File: config.mk
export PLATFORM = sky130hd
export DESIGN_NAME = sys_ctrl
export DESIGN_NICKNAME = d
export VERILOG_FILES = /design/src/rtl/sys_ctrl.sv
export SDC_FILE = /design/constraint.sdc
export NUM_CORES = 1
export LEC_CHECK = 0
export BUFFER_PORTS_ARGS = -buffer_cell sky130_fd_sc_hd__buf_4
export CAP_MARGIN = 25
export CORE_AREA = 5 5 87 121
export CTS_CLUSTER_DIAMETER = 60
export DETAILED_ROUTE_END_ITERATION = 10
export DIE_AREA = 0 0 92 126
export SLEW_MARGIN = 20
export SYNTH_ARGS = -nofsm -noshare
export SYNTH_HDL_FRONTEND = slang
export SYNTH_SLANG_ARGS = --single-unit
File: constraint.sdc
create_clock -name clk -period 4.55 [get_ports clk]
set_clock_uncertainty 0.2 [all_clocks]
set_input_delay 0.6825 -clock clk [delete_from_list [all_inputs] [get_ports clk]]
set_output_delay 0.6825 -clock clk [all_outputs]
set_load 0.02 [all_outputs]
File: src/rtl/sys_ctrl.sv
// UART command-frame controller: decodes RX byte frames into RF writes/reads and ALU runs, returns results on TX.
// Optional build macro SYS_CTRL_ALU_HI_BYTE_EN: when defined, the ALU result is sent as two bytes (LO then HI).
module sys_ctrl #(
  parameter int rd        = 8,
  parameter int ALU       = 8,
  parameter int UART_size = 8
) (
  input  logic                 clk,
  input  logic                 rst,
  input  logic [2*ALU-1:0]     ALU_OUT,
  input  logic                 out_valid,
  input  logic [rd-1:0]        rd_data,
  input  logic                 rdData_valid,
  input  logic [UART_size-1:0] rx_p_data,
  input  logic                 RX_D_VLD,
  input  logic                 busy,
  output logic                 CLK_EN,
  output logic                 ALU_EN,
  output logic [3:0]           ALU_FUN,
  output logic [3:0]           Address,
  output logic                 wr_EN,
  output logic                 rd_EN,
  output logic [rd-1:0]        Wr_data,
  output logic [UART_size-1:0] TX_P_DATA,
  output logic                 TX_D_VLD,
  output logic                 clk_div_en
);

  typedef enum logic [3:0] {
    S_IDLE, S_WR_ADDR, S_WR_DATA, S_RD_ADDR, S_RD_WAIT, S_OPA, S_OPB, S_FUN,
    S_ALU_WAIT, S_TX_RD, S_TX_LO, S_GAP_IDLE
`ifdef SYS_CTRL_ALU_HI_BYTE_EN
    , S_TX_HI, S_GAP_HI
`endif
  } state_t;

  state_t               state, state_n;
  logic [2*ALU-1:0]     alu_res, alu_res_n;
  logic [rd-1:0]        rd_buf, rd_buf_n;
  logic                 clk_en_n, alu_en_n, wr_en_n, rd_en_n, tx_vld_n;
  logic [3:0]           alu_fun_n, address_n;
  logic [rd-1:0]        wr_data_n;
  logic [UART_size-1:0] tx_data_n;

  assign clk_div_en = 1'b1;

`ifndef SYS_CTRL_ALU_HI_BYTE_EN
  logic unused_alu_hi;
  assign unused_alu_hi = ^alu_res[2*ALU-1:ALU];
`endif

  always_comb begin
    // NOTE: every signal gets a default before the case so no path leaves it unassigned (no latches).
    state_n   = state;
    alu_res_n = alu_res;
    rd_buf_n  = rd_buf;
    clk_en_n  = CLK_EN;
    alu_en_n  = ALU_EN;
    alu_fun_n = ALU_FUN;
    address_n = Address;
    wr_data_n = Wr_data;
    tx_data_n = TX_P_DATA;
    wr_en_n   = 1'b0;
    rd_en_n   = 1'b0;
    tx_vld_n  = 1'b0;
    case (state)
      S_IDLE: if (RX_D_VLD) begin
        if      (rx_p_data == UART_size'(8'hAA)) state_n = S_WR_ADDR;
        else if (rx_p_data == UART_size'(8'hBB)) state_n = S_RD_ADDR;
        else if (rx_p_data == UART_size'(8'hCC)) state_n = S_OPA;
        else if (rx_p_data == UART_size'(8'hDD)) state_n = S_FUN;
      end
      S_WR_ADDR: if (RX_D_VLD) begin
        address_n = rx_p_data[3:0];
        state_n   = S_WR_DATA;
      end
      S_WR_DATA: if (RX_D_VLD) begin
        wr_data_n = rd'(rx_p_data);
        wr_en_n   = 1'b1;
        state_n   = S_IDLE;
      end
      S_RD_ADDR: if (RX_D_VLD) begin
        address_n = rx_p_data[3:0];
        rd_en_n   = 1'b1;
        state_n   = S_RD_WAIT;
      end
      S_RD_WAIT: if (rdData_valid) begin
        rd_buf_n = rd_data;
        state_n  = S_TX_RD;
      end
      // Operands A and B land in RF locations 0 and 1 where the ALU reads them.
      S_OPA: if (RX_D_VLD) begin
        address_n = 4'd0;
        wr_data_n = rd'(rx_p_data);
        wr_en_n   = 1'b1;
        state_n   = S_OPB;
      end
      S_OPB: if (RX_D_VLD) begin
        address_n = 4'd1;
        wr_data_n = rd'(rx_p_data);
        wr_en_n   = 1'b1;
        state_n   = S_FUN;
      end
      S_FUN: if (RX_D_VLD) begin
        alu_fun_n = rx_p_data[3:0];
        alu_en_n  = 1'b1;
        clk_en_n  = 1'b1;
        state_n   = S_ALU_WAIT;
      end
      S_ALU_WAIT: if (out_valid) begin
        alu_res_n = ALU_OUT;
        alu_en_n  = 1'b0;
        clk_en_n  = 1'b0;
        state_n   = S_TX_LO;
      end
      S_TX_RD: if (!busy) begin
        tx_data_n = UART_size'(rd_buf);
        tx_vld_n  = 1'b1;
        state_n   = S_GAP_IDLE;
      end
      S_TX_LO: if (!busy) begin
        tx_data_n = UART_size'(alu_res[ALU-1:0]);
        tx_vld_n  = 1'b1;
`ifdef SYS_CTRL_ALU_HI_BYTE_EN
        state_n   = S_GAP_HI;
`else
        state_n   = S_GAP_IDLE;
`endif
      end
`ifdef SYS_CTRL_ALU_HI_BYTE_EN
      S_GAP_HI: state_n = S_TX_HI;
      S_TX_HI: if (!busy) begin
        tx_data_n = UART_size'(alu_res[2*ALU-1:ALU]);
        tx_vld_n  = 1'b1;
        state_n   = S_GAP_IDLE;
      end
`endif
      S_GAP_IDLE: state_n = S_IDLE;
      default:    state_n = S_IDLE;
    endcase
  end

  always_ff @(posedge clk) begin
    // NOTE: sequential state uses non-blocking assignments so every register samples pre-edge values.
    if (!rst) begin
      state     <= S_IDLE;
      alu_res   <= '0;
      rd_buf    <= '0;
      CLK_EN    <= 1'b0;
      ALU_EN    <= 1'b0;
      ALU_FUN   <= '0;
      Address   <= '0;
      wr_EN     <= 1'b0;
      rd_EN     <= 1'b0;
      Wr_data   <= '0;
      TX_P_DATA <= '0;
      TX_D_VLD  <= 1'b0;
    end else begin
      state     <= state_n;
      alu_res   <= alu_res_n;
      rd_buf    <= rd_buf_n;
      CLK_EN    <= clk_en_n;
      ALU_EN    <= alu_en_n;
      ALU_FUN   <= alu_fun_n;
      Address   <= address_n;
      wr_EN     <= wr_en_n;
      rd_EN     <= rd_en_n;
      Wr_data   <= wr_data_n;
      TX_P_DATA <= tx_data_n;
      TX_D_VLD  <= tx_vld_n;
    end
  end

endmodule

==> results of run 1 <==
layer usage:
layer	vias to the layer above	wire, um
li1	895	-
met1	804	2350
met2	50	2870
met3	9	281
met4	0	122
met5	-	0
metrics by stage:
step                      total power (W)  worst slack (ns)  instance area (um2)  instances
after floorplan                 0.0008077             2.816                 2275        229
after global placement          0.0008975             2.369                 2769        384
after detailed placement        0.0009046             2.315                 2769        384
after CTS                        0.001359             2.306                 2947        392
after global routing             0.001417             2.157                 2947        392
final                            0.001335             2.350                 2947        392
state kept, by name (all words and copies together) (netlist names):
register	flops
rd_buf	8
alu_res	8
Wr_data	8
TX_P_DATA	8
TX_D_VLD	1
state	4
ALU_FUN	4
wr_EN	1
Address	4
ALU_EN	1
rd_EN	1
cells by family after synthesis:
group,count (synthesis),share of synthesized area
buffers and inverters,15,0.03795
xor gates and xnor gates,4,0.01871
DFF,48,0.4224
other,1,0.001649
and+or+nand+nor,90,0.2382
muxes,39,0.1722
AOI/OAI and AO/OA,32,0.1089
critical path, stage by stage, from the launching register on:
cell      delay (ns)
dfxtp_1         0.78
nand2b_1        0.28
nor2_4          0.37
mux2i_1         0.25
nand2_1         0.07
o211a_1         0.13
where the power goes:
group	internal [W]	switching (W)	total, W
registers	0.000465	0.0000731	0.000538
logic	0.000167	0.000189	0.000356
clock network	0.000276	0.000166	0.000441
total	0.000908	0.000427	0.00133
worst max-delay path by stage:
stage | slack, ns | depth (start not counted) | end | start
floorplan | 2.82 | 4 | state[1]$_SDFFE_PN0P_ | rx_p_data[6]
global placement | 2.37 | 5 | TX_P_DATA[7]$_SDFFE_PN0P_ | state[1]$_SDFFE_PN0P_
detailed placement | 2.31 | 4 | alu_res[4]$_SDFFE_PN0P_ | state[1]$_SDFFE_PN0P_
CTS | 2.31 | 4 | alu_res[4]$_SDFFE_PN0P_ | state[1]$_SDFFE_PN0P_
global route | 2.16 | 5 | TX_P_DATA[3]$_SDFFE_PN0P_ | state[1]$_SDFFE_PN0P_
finish | 2.35 | 5 | TX_P_DATA[7]$_SDFFE_PN0P_ | state[1]$_SDFFE_PN0P_
final cells by class:
type / count / area [um2] / area share
inverter: 2 / 7.507 / 0.002548
multi-input combinational: 166 / 1227 / 0.4166
clock inverter: 2 / 38.79 / 0.01316
timing repair buffer: 58 / 435.4 / 0.1478
sequential: 48 / 960.9 / 0.3261
clock buffer: 6 / 138.9 / 0.04713
tap: 110 / 137.6 / 0.04671
cell usage after synthesis (all sizes together) (3+ instances only):
library cell / count / share of area
nor2b: 34 / 0.094
nand3: 8 / 0.025
buf: 9 / 0.028
dfxtp: 48 / 0.42
clkbuf: 4 / 0.0066
o21ai: 6 / 0.013
nand2b: 4 / 0.011
a21boi: 5 / 0.017
o211a: 9 / 0.040
nand2: 22 / 0.036
mux2i: 38 / 0.17
nor2: 7 / 0.019
a21oi: 8 / 0.023
nor3: 3 / 0.0066
==> reports/metrics.yaml, run 1 <==
status: "complete, no violations"
hold_viol: 0
tightest_slew_ns: 0.7066
cts.repair.resized: 0
peakVddDrop_uv: 248.0
dieArea_um2: 11590
fin_crit_sh: 0.4836
die_x_um: 92
grt_max_degree: 51
clock_latency_ns: 0.29
cts_sinks: 48
final_common_cell: "buf_4"
hold_ws_ns: 0.2550
grt_overflow: 0
grt_use_met2: 0.1764
yosys_warnings: 0
rsz0062_at_grt: "no"
start_util: 0.2432
crit_path_end_kind: "flip-flop"
fp.dieH_um: 126
antenna_found_initial: 0
seq_area_frac_synth: 0.4224
io_pins: 68
ys_types: 44
place_congestion: 0.7924
critPathArrivalTime_ns: 2.19
synthCells: 229
critPathMaxFanout: 17
setup_tns_ns: 0
rows: 42
routed_wl_um: 5625
syn_to_final_growth_pct: 29.54
finish.net_count: 319
start_kind: "flip-flop"
syn-cell-area_um2: 2275
layout-drive-gt1-share: 0.2730
reg2reg_slack_ns: 2.35
portBuffers: 58
drc: 0
numCtsBuffers: 5
top_usage_layer: "met2"
cts.path.max_buffers: 2
min_path_type: "reg2reg"
reg2reg_from: "state[1]$_SDFFE_PN0P_"
layout_common_cells: "58 x buf_4, 48 x dfxtp_1, 38 x mux2i_1"
drt_first_pass_iters: 4
final_core_util: 0.3150
diodes: 0
worstHoldPathCells: 2
core_um2: 9354
slew-limit-headroom: 0.5283
synth_edf_count: 0
met3_usage: 0.02387
final_max_slew_viol_count: 0
synth_ff_type: "dfxtp_1"
vias: 1758
min_to: "Address[2]$_SDFFE_PN0P_"
period_needed_ns: 2.200
htreeDepth: 2
post_cts_buffers: 0
p_leak_nw: 1.296
ys_ff_latch: 48
grt_pass1_vias: 1757
reg2reg_depth: 5
clk_pin_slew_ns: 0.07
grt_pass1_wl_um: 9039
drt_iter0_drc: 54
cts_tree: "built"
antenna_left: 0
setup_viol: 0
critical_path_required_ns: 4.54
async_flop_share: 0
grt_util_all_layers: 0.09880
cts_root_buf: "clkbuf_16"
min_from: "Address[2]$_SDFFE_PN0P_"
maxCapViolCount: 0
grt_use_met1: 0.1108
routedWlPerCell_um: 14.35
cts_hold_buffers: 0
avgViaCountPerCell: 4.485
worst_r2r_endpoint: "TX_P_DATA[7]$_SDFFE_PN0P_"
nFillCells: 991
fmaxAchievable_ghz: 0.4545
p_per_area_nw_per_um2: 453.1
syn_nets: 267
syn_avg_cell_area_um2: 9.933
hpwl_um: 4070
crit_type: "reg2reg"
No activity file was read; power rests on OpenSTA's default activity.
==> inputs of run 2 (changes only) <==
clock period = 2.17 ns   (was 4.55 ns; I/O delays follow)
==> run 2 against run 1 <==
Against the previous run: combinational power increased by 130%; clock power increased by 120%; fmax increased by 13%.
==> reports/metrics.yaml, run 2 (synthesis results as in run 1) <==
tightest_slew_ns: 0.5749  # -0.1317 ns
grt_pass1_wl_um: 9163  # +1.4%
period_needed_ns: 1.951  # -0.2491 ns
p_leak_nw: 1.330  # +2.6%
start_util: 0.2432  # unchanged
layout-drive-gt1-share: 0.2857  # +0.01266
status: "complete, no violations"
diodes: 0  # unchanged
rsz0062_at_grt: "no"
peakVddDrop_uv: 429.4  # +73%
slowest_stage: "dfxtp_1"
reg2reg_from: "state[0]$_SDFFE_PN0P_"
critical_path_required_ns: 2.15  # -2.39 ns
dieArea_um2: 11590  # unchanged
post_cts_buffers: 0  # unchanged
crit_end: "Address[0]$_SDFFE_PN0P_"
numCtsBuffers: 5  # unchanged
critPathTopFamily: "flip-flops"
cts_root_buf: "clkbuf_16"
htreeDepth: 2  # unchanged
start_kind: "flip-flop"
drt_first_pass_iters: 4  # unchanged
min_path_type: "in2reg"
crit_path_max_incr_delay_ns: 0.68  # -0.10 ns
path_cells: "inv_1 -> xnor2_1 -> or2_2 -> a21oi_1 -> nor2b_1"
routed_wl_um: 5726  # +1.8%
antenna_left: 0  # unchanged
final_max_slew_viol_count: 0  # unchanged
vias: 1801  # +2.4%
cts.path.max_buffers: 2  # unchanged
startpoint: "state[0]$_SDFFE_PN0P_"
finish.net_count: 325  # +1.9%
setup_tns_ns: 0  # unchanged
crit_path_end_kind: "flip-flop"
grt_overflow: 0  # unchanged
place_inst: 390  # +1.6%
final_common_cell: "buf_4"
die_x_um: 92  # unchanged
grt_max_degree: 33  # -35%
hpwl_um: 4253  # +4.5%
place_congestion: 0.8604  # +8.6%
rows: 42  # unchanged
core_um2: 9354  # unchanged
grt_pass1_vias: 1807  # +2.8%
antenna_found_initial: 0  # unchanged
critPathArrivalTime_ns: 1.93  # -0.26 ns
cts.repair.resized: 0  # unchanged
routedWlPerCell_um: 14.42  # +0.51%
slew-limit-headroom: 0.6162  # +0.08795
reg2reg_slack_ns: 0.22  # -2.13 ns
cts_hold_buffers: 0  # unchanged
avgViaCountPerCell: 4.537  # +1.2%
drt_iter0_drc: 47  # -13%
critPathMaxFanout: 13  # -4
worst_r2r_endpoint: "Address[0]$_SDFFE_PN0P_"
drc: 0  # unchanged
p_per_area_nw_per_um2: 963.9  # +110%
fp.dieH_um: 126  # unchanged
layout_common_cells: "64 x buf_4, 48 x dfxtp_1, 38 x mux2i_1"
worst-path-buf-inv: 1  # +1
portBuffers: 58  # unchanged
path_depth: 5  # unchanged
clk_pin_slew_ns: 0.06  # about the same
reg2reg_depth: 5  # unchanged
maxCapViolCount: 0  # unchanged
hold_viol: 0  # unchanged
cts_tree: "built"
grt_util_all_layers: 0.1009  # +0.002065
crit_type: "reg2reg"
fmaxAchievable_ghz: 0.5125  # +13%
clock_latency_ns: 0.28  # about the same
final_cells: 397  # +1.3%
syn_to_final_growth_pct: 31.85
cts_sinks: 48  # unchanged
fin_crit_sh: 0.8991  # +0.4156
setup_viol: 0  # unchanged
io_pins: 68  # unchanged
==> run 2: area by class of cell <==
type	instances	area, um2
Clock buffer	5	125.1
Multi-Input combinational cell	166	1227
Timing Repair Buffer	64	480.5
Inverter	2	7.507
Clock inverter	2	60.06
Sequential cell	48	960.9
Tap cell	110	137.6
Fill cell	996	6355
==> run 2: layer usage <==
metal	up-vias	global-route usage	wire (um)
met1	845	0.1100	2402
met3	8	0.02685	302
met4	0	0.04987	143
met5	-	0	0
met2	44	0.1786	2877
li1	904	-	-
==> run 2: worst min-delay path: cells and delay by family <==
family | cells | cell delay, ns
muxes | 1 | 0.05
and+or+nand+nor | 1 | 0.09
buffers and inverters | 1 | 0.07
==> run 2: through the flow <==
stage	cell area [um2]	util	hold WS [ns]	power (W)	worst slack, ns
6_report	2999	0.3206	0.09020	0.002891	0.2189
5_1_grt	2999	0.3206	0.09284	0.003053	0.07538
4_1_cts	2999	0.3206	0.08204	0.002938	0.2087
3_5_place_dp	2814	0.3008	0.2497	0.001939	0.2293
3_3_place_gp	2814	0.3008	0.2468	0.001919	0.2444
2_1_floorplan	2275	-	0.2761	0.001693	0.5660
==> run 2: power by group <==
part	total, W	switching, W	internal, W
registers	0.00110	0.000127	0.000976
logic	0.000810	0.000436	0.000374
clock network	0.000978	0.000324	0.000654
total	0.00289	0.000888	0.00200
==> run 2: worst min-delay path by stage <==
stage	startpoint	to	slack (ns)	cells after the start
after global routing	rd_data[2]	rd_buf[2]$_SDFFE_PN0P_	0.09	3
after detailed placement	Address[1]$_SDFFE_PN0P_	Address[1]$_SDFFE_PN0P_	0.25	2
after CTS	rd_data[5]	rd_buf[5]$_SDFFE_PN0P_	0.08	3
after floorplan	rx_p_data[1]	Address[1]$_SDFFE_PN0P_	0.28	2
after global placement	Address[1]$_SDFFE_PN0P_	Address[1]$_SDFFE_PN0P_	0.25	2
final	ALU_OUT[2]	alu_res[2]$_SDFFE_PN0P_	0.09	3
==> inputs of run 3 (changes only) <==
clock period = 2.2 ns   (was 2.17 ns; I/O delays follow)
==> run 3 against run 2 <==
Against the previous run: flip-flop and latch count did not move; total power fell by 1.4%; routed wire length barely moved; largest power group unchanged.
==> reports/metrics.yaml, run 3 (synthesis results as in run 1) <==
setup_viol: 0  # unchanged
p_per_area_nw_per_um2: 958.0  # -0.61%
peakVddDrop_uv: 427.4  # -0.47%
grt_use_met1: 0.1081  # -0.001879
routedWlPerCell_um: 14.52  # +0.69%
diodes: 0  # unchanged
start_util: 0.2432  # unchanged
avgViaCountPerCell: 4.543  # +0.15%
die_x_um: 92  # unchanged
syn_to_final_growth_pct: 30.86
fin_crit_sh: 0.8977  # -0.001461
cpMostUsedCell: "nor2b_1"
drt_iter0_drc: 54  # +15%
antenna_left: 0  # unchanged
drt_first_pass_iters: 4  # unchanged
cts_sinks: 48  # unchanged
slew-limit-headroom: 0.6226  # +0.006373
cts.repair.resized: 0  # unchanged
io_pins: 68  # unchanged
cts_root_buf: "clkbuf_16"
rsz0062_at_grt: "no"
p_sw_frac: 0.3089  # +0.001838
grt_max_degree: 51  # +55%
setup_tns_ns: 0  # unchanged
drc: 0  # unchanged
numCtsBuffers: 5  # unchanged
crit_path_end_kind: "flip-flop"
grt_util_all_layers: 0.1012  # +0.0003583
cts.path.max_buffers: 2  # unchanged
top_usage_layer: "met2"
grt_pass1_vias: 1850  # +2.4%
fp.dieH_um: 126  # unchanged
slowest_stage: "dfxtp_1"
seq_power_share: 0.383  # about the same
final_common_cell: "buf_4"
clk_pin_slew_ns: 0.06  # about the same
core_um2: 9354  # unchanged
vias: 1790  # -0.61%
fmaxAchievable_ghz: 0.5064  # -1.2%
dieArea_um2: 11590  # unchanged
layout-drive-gt1-share: 0.2782  # -0.007545
finish.net_count: 322  # -0.92%
crit_path_max_incr_delay_ns: 0.63  # -0.05 ns
start_kind: "flip-flop"
period_needed_ns: 1.975  # +0.02376 ns
p_comb_frac: 0.276  # -0.004
maxCapViolCount: 0  # unchanged
met3_usage: 0.02506  # -0.001790
final_max_slew_viol_count: 0  # unchanged
status: "complete, no violations"
clock_latency_ns: 0.29  # about the same
place_area_um2: 2791  # -0.80%
htreeDepth: 2  # unchanged
hold_viol: 0  # unchanged
min_path_type: "in2reg"
layout_common_cells: "61 x buf_4, 48 x dfxtp_1, 38 x mux2i_1"
hpwl_um: 4139  # -2.7%
net-switching-power_w: 0.0008809  # -0.77%
cellInternalPower_w: 0.001971  # -1.6%
critical_path_required_ns: 2.18  # +0.03 ns
path_cells: "nor2b_1 -> nand2_1 -> a21oi_4 -> mux2i_1 -> nor2b_1"
critPathMaxFanout: 15  # +2
rows: 42  # unchanged
nFillCells: 979  # -1.7%
grt_pass1_wl_um: 9225  # +0.68%
critPathArrivalTime_ns: 1.96  # +0.03 ns
routed_wl_um: 5722  # about the same
post_cts_buffers: 0  # unchanged
cts_tree: "built"
place_congestion: 0.8360  # -2.8%
grt_use_met2: 0.1799  # +0.001291
portBuffers: 58  # unchanged
grt_overflow: 0  # unchanged
tightest_slew_ns: 0.5653  # -0.009546 ns
crit_type: "reg2reg"
clkPwrFrac: 0.341  # +0.003
antenna_found_initial: 0  # unchanged
fin_area_um2: 2977  # -0.75%
p_leak_nw: 1.314  # -1.2%
cts_hold_buffers: 0  # unchanged
==> run 3: cell types whose count changed in the layout (fill, tap and decap cells not counted) <==
| cell | change |
|---|---|
| buf_4 | -3 |
==> run 3: layout make-up <==
type	count	area (um2)	share of cell area
multi-input cells	166	1227	0.4124
inverters	2	7.507	0.002522
well taps	110	137.6	0.04624
repair buffers	61	457.9	0.1538
flip-flops and latches	48	960.9	0.3228
clock inverters	2	60.06	0.02018
clock buffers	5	125.1	0.04203
==> run 3: per-stage QoR <==
stage	cells	setup WS (ns)	hold WS, ns	utilization	power, W
after floorplan	229	0.5960	0.2806	-	0.001670
after global placement	387	0.2590	0.2463	0.2984	0.001884
after detailed placement	387	0.2450	0.2483	0.2984	0.001904
after CTS	394	0.2316	0.08434	0.3182	0.002899
after global routing	394	0.06927	0.09834	0.3182	0.003017
final	394	0.2251	0.09317	0.3182	0.002852
==> run 3: critical path: cells and delay by family, from the launching register on <==
family	cells	cell delay, ns
AND/OR/NAND/NOR	3	0.40
flip-flops	1	0.63
multiplexers	1	0.23
AO/OA/AOI/OAI	1	0.41
==> run 3: power by group through the flow <==
stage                     clock network (W)  logic (W)  registers, W
after floorplan                           0   0.000583       0.00109
after global placement                    0   0.000779       0.00111
after detailed placement                  0   0.000795       0.00111
after CTS                           0.00101   0.000799       0.00109
after global routing                0.00104   0.000868       0.00111
final                              0.000973   0.000787       0.00109
==> run 3: layer usage <==
metal	wire length [um]	part of all wire
met5	0	0
met4	117	0.020
met3	279	0.049
met2	3012	0.53
met1	2312	0.40
==> run 3: final timing paths <==
check	startpoint	to	slack, ns	depth (start not counted)
worst max register to register	state[2]$_SDFFE_PN0P_	Wr_data[3]$_SDFFE_PN0P_	0.23	5
worst min-delay path	rd_data[5]	rd_buf[5]$_SDFFE_PN0P_	0.09	3
worst max-delay path	state[2]$_SDFFE_PN0P_	Wr_data[3]$_SDFFE_PN0P_	0.23	5
worst min register to register	Address[3]$_SDFFE_PN0P_	Address[3]$_SDFFE_PN0P_	0.25	2
